[config.mk]
export PLATFORM = sky130hd
export DESIGN_NAME = rfrsh_rnd_feeder
export DESIGN_NICKNAME = d
export VERILOG_FILES = /design/src/rtl/rfrsh_rnd_feeder_pkg.sv /design/src/rtl/rfrsh_rnd_feeder_mem.sv /design/src/rtl/rfrsh_rnd_feeder.sv
export SDC_FILE = /design/constraint.sdc
export NUM_CORES = 1
export LEC_CHECK = 0
export BUFFER_PORTS_ARGS = -buffer_cell sky130_fd_sc_hd__buf_2
export CAP_MARGIN = 20
export CORE_UTILIZATION = 49
export DETAILED_ROUTE_END_ITERATION = 8
export HOLD_SLACK_MARGIN = 0.05
export PLACE_DENSITY = 0.69
export SETUP_SLACK_MARGIN = 0.1
export SLEW_MARGIN = 10
export SYNTH_ARGS = -nofsm -noshare
export SYNTH_HDL_FRONTEND = slang
export SYNTH_SLANG_ARGS = --single-unit
export TNS_END_PERCENT = 50
[constraint.sdc]
create_clock -name clk -period 2.93 [get_ports clk]
set_input_delay 0.4395 -clock clk [delete_from_list [all_inputs] [get_ports clk]]
set_output_delay 0.4395 -clock clk [all_outputs]
set_load 0.01 [all_outputs]
[src/rtl/rfrsh_rnd_feeder_pkg.sv]
// Shared constants for the refresh-randomness feeder: FSM encoding and width helpers.
package rfrsh_rnd_feeder_pkg;

    typedef enum logic {
        FILL = 1'b0,
        HOLD = 1'b1
    } fsm_t;

    function automatic int word_w(input int d, input int rate);
        return (d - 1) * rate;
    endfunction

    function automatic int cnt_w(input int depth);
        return $clog2(depth + 1);
    endfunction

endpackage

[src/rtl/rfrsh_rnd_feeder_mem.sv]
// DEPTH x W register array for the feeder; with SMAESH_RND_ZEROIZE_EN the
// entry being read can be wiped on pop and the whole array wiped on flush.
module rnd_fifo_mem
    import rfrsh_rnd_feeder_pkg::*;
#(
    parameter int W     = 16,
    parameter int DEPTH = 4,
    localparam int AW   = $clog2(DEPTH)
) (
    input  logic          clk,
    input  logic          rst,
    input  logic          wr_en,
    input  logic [AW-1:0] wr_addr,
    input  logic [W-1:0]  wr_data,
    input  logic [AW-1:0] rd_addr,
`ifdef SMAESH_RND_ZEROIZE_EN
    input  logic          clr_en,
    input  logic          clr_all,
`endif
    output logic [W-1:0]  rd_data
);

    logic [W-1:0] mem [DEPTH];

    always_ff @(posedge clk or negedge rst) begin
        if (!rst) begin
            for (int i = 0; i < DEPTH; i++) mem[i] <= '0;
        end else begin
`ifdef SMAESH_RND_ZEROIZE_EN
            if (clr_all) begin
                for (int i = 0; i < DEPTH; i++) mem[i] <= '0;
            end else begin
                // a pop and a push never target the same entry
                if (clr_en) mem[rd_addr] <= '0;
                if (wr_en)  mem[wr_addr] <= wr_data;
            end
`else
            if (wr_en) mem[wr_addr] <= wr_data;
`endif
        end
    end

    assign rd_data = mem[rd_addr];

endmodule

[src/rtl/rfrsh_rnd_feeder.sv]
// Prefetch FIFO between the PRNG and the key holder refresh input, with
// fill/hold hysteresis. Optional SMAESH_RND_ZEROIZE_EN wipes used randomness.
module rfrsh_rnd_feeder
    import rfrsh_rnd_feeder_pkg::*;
#(
    parameter int d          = 2,
    parameter int RFRSH_RATE = 16,
    parameter int DEPTH      = 4,
    parameter int LOW_WM     = 1,
    localparam int W         = word_w(d, RFRSH_RATE),
    localparam int CW        = cnt_w(DEPTH),
    localparam int AW        = $clog2(DEPTH)
) (
    input  logic          clk,
    input  logic          rst,
    input  logic [W-1:0]  in_data,
    input  logic          in_valid,
    output logic          in_ready,
    output logic [W-1:0]  out_data,
    output logic          out_valid,
    input  logic          out_ready,
    input  logic          flush,
    output logic [CW-1:0] level,
    output logic          underflow
);

    localparam logic [CW-1:0] FULL = CW'(DEPTH);
    localparam logic [CW-1:0] LWM  = CW'(LOW_WM);

    fsm_t          state, state_nxt;
    logic          alive;
    logic          uf;
    logic          push, pop;
    logic [AW-1:0] wr_ptr, rd_ptr;
    logic [CW-1:0] count, count_nxt;
    logic [W-1:0]  rd_word;

    assign out_valid = (count != '0);
    assign in_ready  = alive & ~flush & (state == FILL) & (count < FULL);
    assign push      = in_valid & in_ready;
    assign pop       = out_ready & out_valid;
    assign level     = count;
    assign underflow = uf;

    always_comb begin
        count_nxt = count;
        if (flush) begin
            count_nxt = '0;
        end else begin
            unique case ({push, pop})
                2'b10:   count_nxt = count + 1'b1;
                2'b01:   count_nxt = count - 1'b1;
                default: count_nxt = count;
            endcase
        end
    end

    always_comb begin
        state_nxt = state;
        if (flush) begin
            state_nxt = FILL;
        end else begin
            unique case (state)
                FILL: if (count_nxt == FULL) state_nxt = HOLD;
                HOLD: if (count_nxt <= LWM)  state_nxt = FILL;
                default: state_nxt = FILL;
            endcase
        end
    end

    always_ff @(posedge clk or negedge rst) begin
        if (!rst) begin
            state  <= FILL;
            alive  <= 1'b0;
            uf     <= 1'b0;
            wr_ptr <= '0;
            rd_ptr <= '0;
            count  <= '0;
        end else begin
            state <= state_nxt;
            alive <= 1'b1;
            count <= count_nxt;
            if (flush) begin
                uf     <= 1'b0;
                wr_ptr <= '0;
                rd_ptr <= '0;
            end else begin
                if (out_ready & ~out_valid) uf <= 1'b1;
                if (push) wr_ptr <= wr_ptr + 1'b1;
                if (pop)  rd_ptr <= rd_ptr + 1'b1;
            end
        end
    end

    rnd_fifo_mem #(
        .W     (W),
        .DEPTH (DEPTH)
    ) u_mem (
        .clk     (clk),
        .rst     (rst),
        .wr_en   (push),
        .wr_addr (wr_ptr),
        .wr_data (in_data),
        .rd_addr (rd_ptr),
`ifdef SMAESH_RND_ZEROIZE_EN
        .clr_en  (pop),
        .clr_all (flush),
`endif
        .rd_data (rd_word)
    );

`ifdef SMAESH_RND_ZEROIZE_EN
    assign out_data = out_valid ? rd_word : '0;
`else
    assign out_data = rd_word;
`endif

endmodule

==> metrics.md <==
| Metric | Value |
|---|---|
| Status | `finished, final reports clean` |
| Post-synthesis average cell area | `16.75 sq um` |
| Final WL | `6237 um` |
| Number of nets at the end of the flow | `288` |
| Cell leakage power | `1.908 nW` |
| Area share of the largest cell type after synthesis | `51.42%` |
| Clock latency on the worst-skew pair | `0.35 ns` |
| Data arrival, critical path | `2.71 ns` |
| Synth area leader | `sky130_fd_sc_hd__dfrtp_1` |
| Sinks on the clock net | `74` |
| CP Cell Sequence | `nor4b_4 -> nand2_1 -> ha_1 -> fa_1 -> xnor2_1 -> xor2_1 -> a2111oi_0` |
| CP Launch Type | `register` |
| Worst max-slew margin expressed relative to the limit | `41.98%` |
| Io pins | `43` |
| Largest stage delay on the critical path | `0.48 ns` |
| Pre-CTS WS | `0.2845 ns` |
| Met1 demand-to-capacity share in global routing | `23.82%` |
| Layout cell share with drive strength beyond 1 | `55.64%` |
| Final Setup Violations | `0` |
| Cells after Synth | `215` |
| Row count | `30` |
| Post-layout worst setup margin | `0.4256 ns` |
| Period utilization | `85.48%` |
| Number of antenna diodes | `0` |
| Drt first pass iters | `4` |
| Remaining number of nets flagged by the antenna check after routing | `0` |
| Wire length of the first global-routing pass | `10470 um` |
| Data required time at the worst endpoint | `3.14 ns` |
| Number of violations of the max-capacitance limit | `0` |
| Final HPWL DP | `4032 um` |
| Horizontal die dimension | `87.73 um` |
| Number of design-rule violations left by the first detailed-router iteration | `73` |
| Worst min-delay path category | `input port to async pin` |
| Layout area overhead | `11.71%` |
| Total of buffers placed on input and output ports | `42` |
| Final core area utilization | `57.93%` |
| Global placer's final weighted congestion | `0.7325` |
| Vias in the first global route | `2037` |
| Peak supply drop | `339.8 uV` |
| Gates resized, CTS repair | `0` |
| Core ar. | `6944 sq um` |
| Count of final max-slew check failures | `0` |
| CTS tree | `yes` |
| Cell area after layout | `4023 sq um` |
| Die Y | `87.73 um` |
| Dpl cell area | `3841 sq um` |
| Sequential-to-total area share from yosys stat | `51.42%` |
| RSZ-0062 raised after global routing | `no` |
| Initial standard-cell utilization of the core | `51.86%` |
| Wirelength per Cell | `17.23 um` |
| Global-route layer with the greatest usage | `met2` |
| Met2 usage | `30.02%` |
| P per Cell Area | `839.4 nW/um^2` |
| Highest Clock Rate | `399.3 MHz` |
| Number of instances in the placed design | `346` |
| Inserted Clock Buffers | `9` |
| Top library cells by usage in the layout, fill and taps aside | `sky130_fd_sc_hd__dfrtp_1 (74), sky130_fd_sc_hd__buf_2 (42), sky130_fd_sc_hd__mux2_4 (40)` |
| Min Clock Period, post-route | `2.504 ns` |
| CP Class | `register to register` |
| Final total negative setup slack | `0 ns` |
| Die ar. | `7696 sq um` |
| Area of the mapped netlist | `3601 sq um` |
| Top fanout value on the critical path | `9` |
| Total number of yosys warnings | `0` |
| Reg clk slew, reported paths | `0.08 ns` |
| Number of flip-flops and latches in the synthesized netlist | `74` |
| Total routing resource utilization after global routing | `18.66%` |
| Met3 track demand over resource in global routing | `6.692%` |
| Final Hold Violating Endpoints | `0` |
| Buffers inserted during post-CTS setup optimization | `0` |
| Non-filler cells, final | `362` |
| Number of antenna violations at the first check in global routing | `0` |
| Global route overflow | `0` |
| Hold buffer count at CTS | `0` |
| Root Buffer | `sky130_fd_sc_hd__clkbuf_8` |
| Most common cell after layout, fill and taps aside | `sky130_fd_sc_hd__dfrtp_1` |
| H-tree levels | `3` |
| Kind of capture point of the worst setup path | `register` |
| Via density per instance | `5.240` |
| Family with the most delay on the worst path | `adder cells` |
| Number of unique standard cell types used by synthesis | `32` |
| Largest net degree at the start of global routing | `45` |
| Count of vias placed by the detailed router | `1897` |
| Post-detailed-route DRC marker count | `0` |
| CP max-delay cell | `sky130_fd_sc_hd__dfrtp_1` |
| Count of buffer and inverter cells on the critical path | `0` |
| Biggest area contributors in the synthesized netlist | `sky130_fd_sc_hd__dfrtp_1 (51%), sky130_fd_sc_hd__mux2_4 (17%), sky130_fd_sc_hd__mux4_2 (10%)` |
| Longest Clk Path Bufs | `2` |
| Clock skew | `0.01254 ns` |
| Pin slew with the least headroom to its limit | `0.8703 ns` |
| Post-synthesis net count | `242` |
## cells in the mapped netlist
| cell | number |
|---|---|
| sky130_fd_sc_hd__nand2b_1 | 1 |
| sky130_fd_sc_hd__clkbuf_1 | 1 |
| sky130_fd_sc_hd__or3_1 | 1 |
| sky130_fd_sc_hd__buf_2 | 1 |
| sky130_fd_sc_hd__buf_6 | 6 |
| sky130_fd_sc_hd__nor4b_4 | 1 |
| sky130_fd_sc_hd__dfrtp_1 | 74 |
| sky130_fd_sc_hd__a21oi_1 | 3 |
| sky130_fd_sc_hd__o31ai_1 | 1 |
| sky130_fd_sc_hd__buf_12 | 4 |
| sky130_fd_sc_hd__mux2_4 | 40 |
| sky130_fd_sc_hd__xor2_1 | 3 |
| sky130_fd_sc_hd__conb_1 | 1 |
| sky130_fd_sc_hd__a2111oi_0 | 1 |
| sky130_fd_sc_hd__ha_1 | 5 |
| sky130_fd_sc_hd__nor3b_1 | 1 |
| sky130_fd_sc_hd__nand2_1 | 2 |
| sky130_fd_sc_hd__o21ai_0 | 2 |
| sky130_fd_sc_hd__nor3_1 | 1 |
| sky130_fd_sc_hd__fa_1 | 1 |
| sky130_fd_sc_hd__or3_2 | 1 |
| sky130_fd_sc_hd__xnor2_1 | 2 |
| sky130_fd_sc_hd__mux2i_1 | 3 |
| sky130_fd_sc_hd__nor2_1 | 7 |
| sky130_fd_sc_hd__mux4_2 | 16 |
| sky130_fd_sc_hd__or2_2 | 1 |
| sky130_fd_sc_hd__and4bb_2 | 1 |
| sky130_fd_sc_hd__buf_1 | 1 |
| sky130_fd_sc_hd__and3_1 | 4 |
| sky130_fd_sc_hd__mux2_2 | 24 |
| sky130_fd_sc_hd__buf_4 | 1 |
| sky130_fd_sc_hd__inv_1 | 4 |
## per-stage QoR
step	hold WS, ns	total power [W]
2_1_floorplan	0.1439	0.002334
3_3_place_gp	0.4845	0.002664
3_5_place_dp	0.4863	0.002693
4_1_cts	0.1546	0.003423
5_1_grt	0.1799	0.003596
6_report	0.1469	0.003377
## sequential cells by signal, indices dropped and copies added (netlist names)
signal,count
alive,1
level,3
rd_ptr,2
state,1
u_mem.mem,64
underflow,1
wr_ptr,2
## power by group
part,total [W],internal (W),switching [W]
Sequential,0.00149,0.00130,0.000189
Clock,0.000717,0.000352,0.000365
Combinational,0.00117,0.000725,0.000449
Total,0.00338,0.00237,0.00100
## area by class of cell
cell class                      instances  area [sq um]
Multi-Input combinational cell        123          1567
Inverter                                4         15.01
Tap cell                               96         120.1
Clock buffer                           12         155.1
Sequential cell                        74          1852
Fill cell                             543          2922
Clock inverter                          4         26.28
Timing Repair Buffer                   49         287.8
## kinds of logic after synthesis
family | count (synthesis) | share of synthesized area (%)
other | 1 | 0.1041
flip-flops | 74 | 51.42
AND/OR/NAND/NOR | 21 | 3.718
multiplexers | 83 | 35.02
XOR/XNOR | 5 | 1.216
AO/OA/AOI/OAI | 7 | 1.147
adder cells (fa/ha/maj) | 6 | 2.293
buffers and inverters | 18 | 5.073
## routing by layer
| layer | vias to the layer above | wire [um] |
|---|---|---|
| li1 | 865 | - |
| met1 | 990 | 2910 |
| met2 | 35 | 3041 |
| met3 | 7 | 228 |
| met4 | 0 | 56 |
| met5 | - | 0 |
## worst paths after layout
kind                                  startpoint                         to  slack [ns]  cells after the start
hold reg to reg            underflow$_DFFE_PN0P_      underflow$_DFFE_PN0P_        0.50                      2
setup / recovery              level[2]$_DFF_PN0_            state$_DFF_PN0_        0.43                      7
max in group asynchronous                    rst  u_mem.mem[13]$_DFFE_PN0P_        2.10                      2
min in group clk                     in_data[13]  u_mem.mem[61]$_DFFE_PN0P_        0.37                      2
hold / removal                               rst   u_mem.mem[5]$_DFFE_PN0P_        0.15                      1
setup reg to reg              level[2]$_DFF_PN0_            state$_DFF_PN0_        0.43                      7
(Power assumes the default switching activity.)
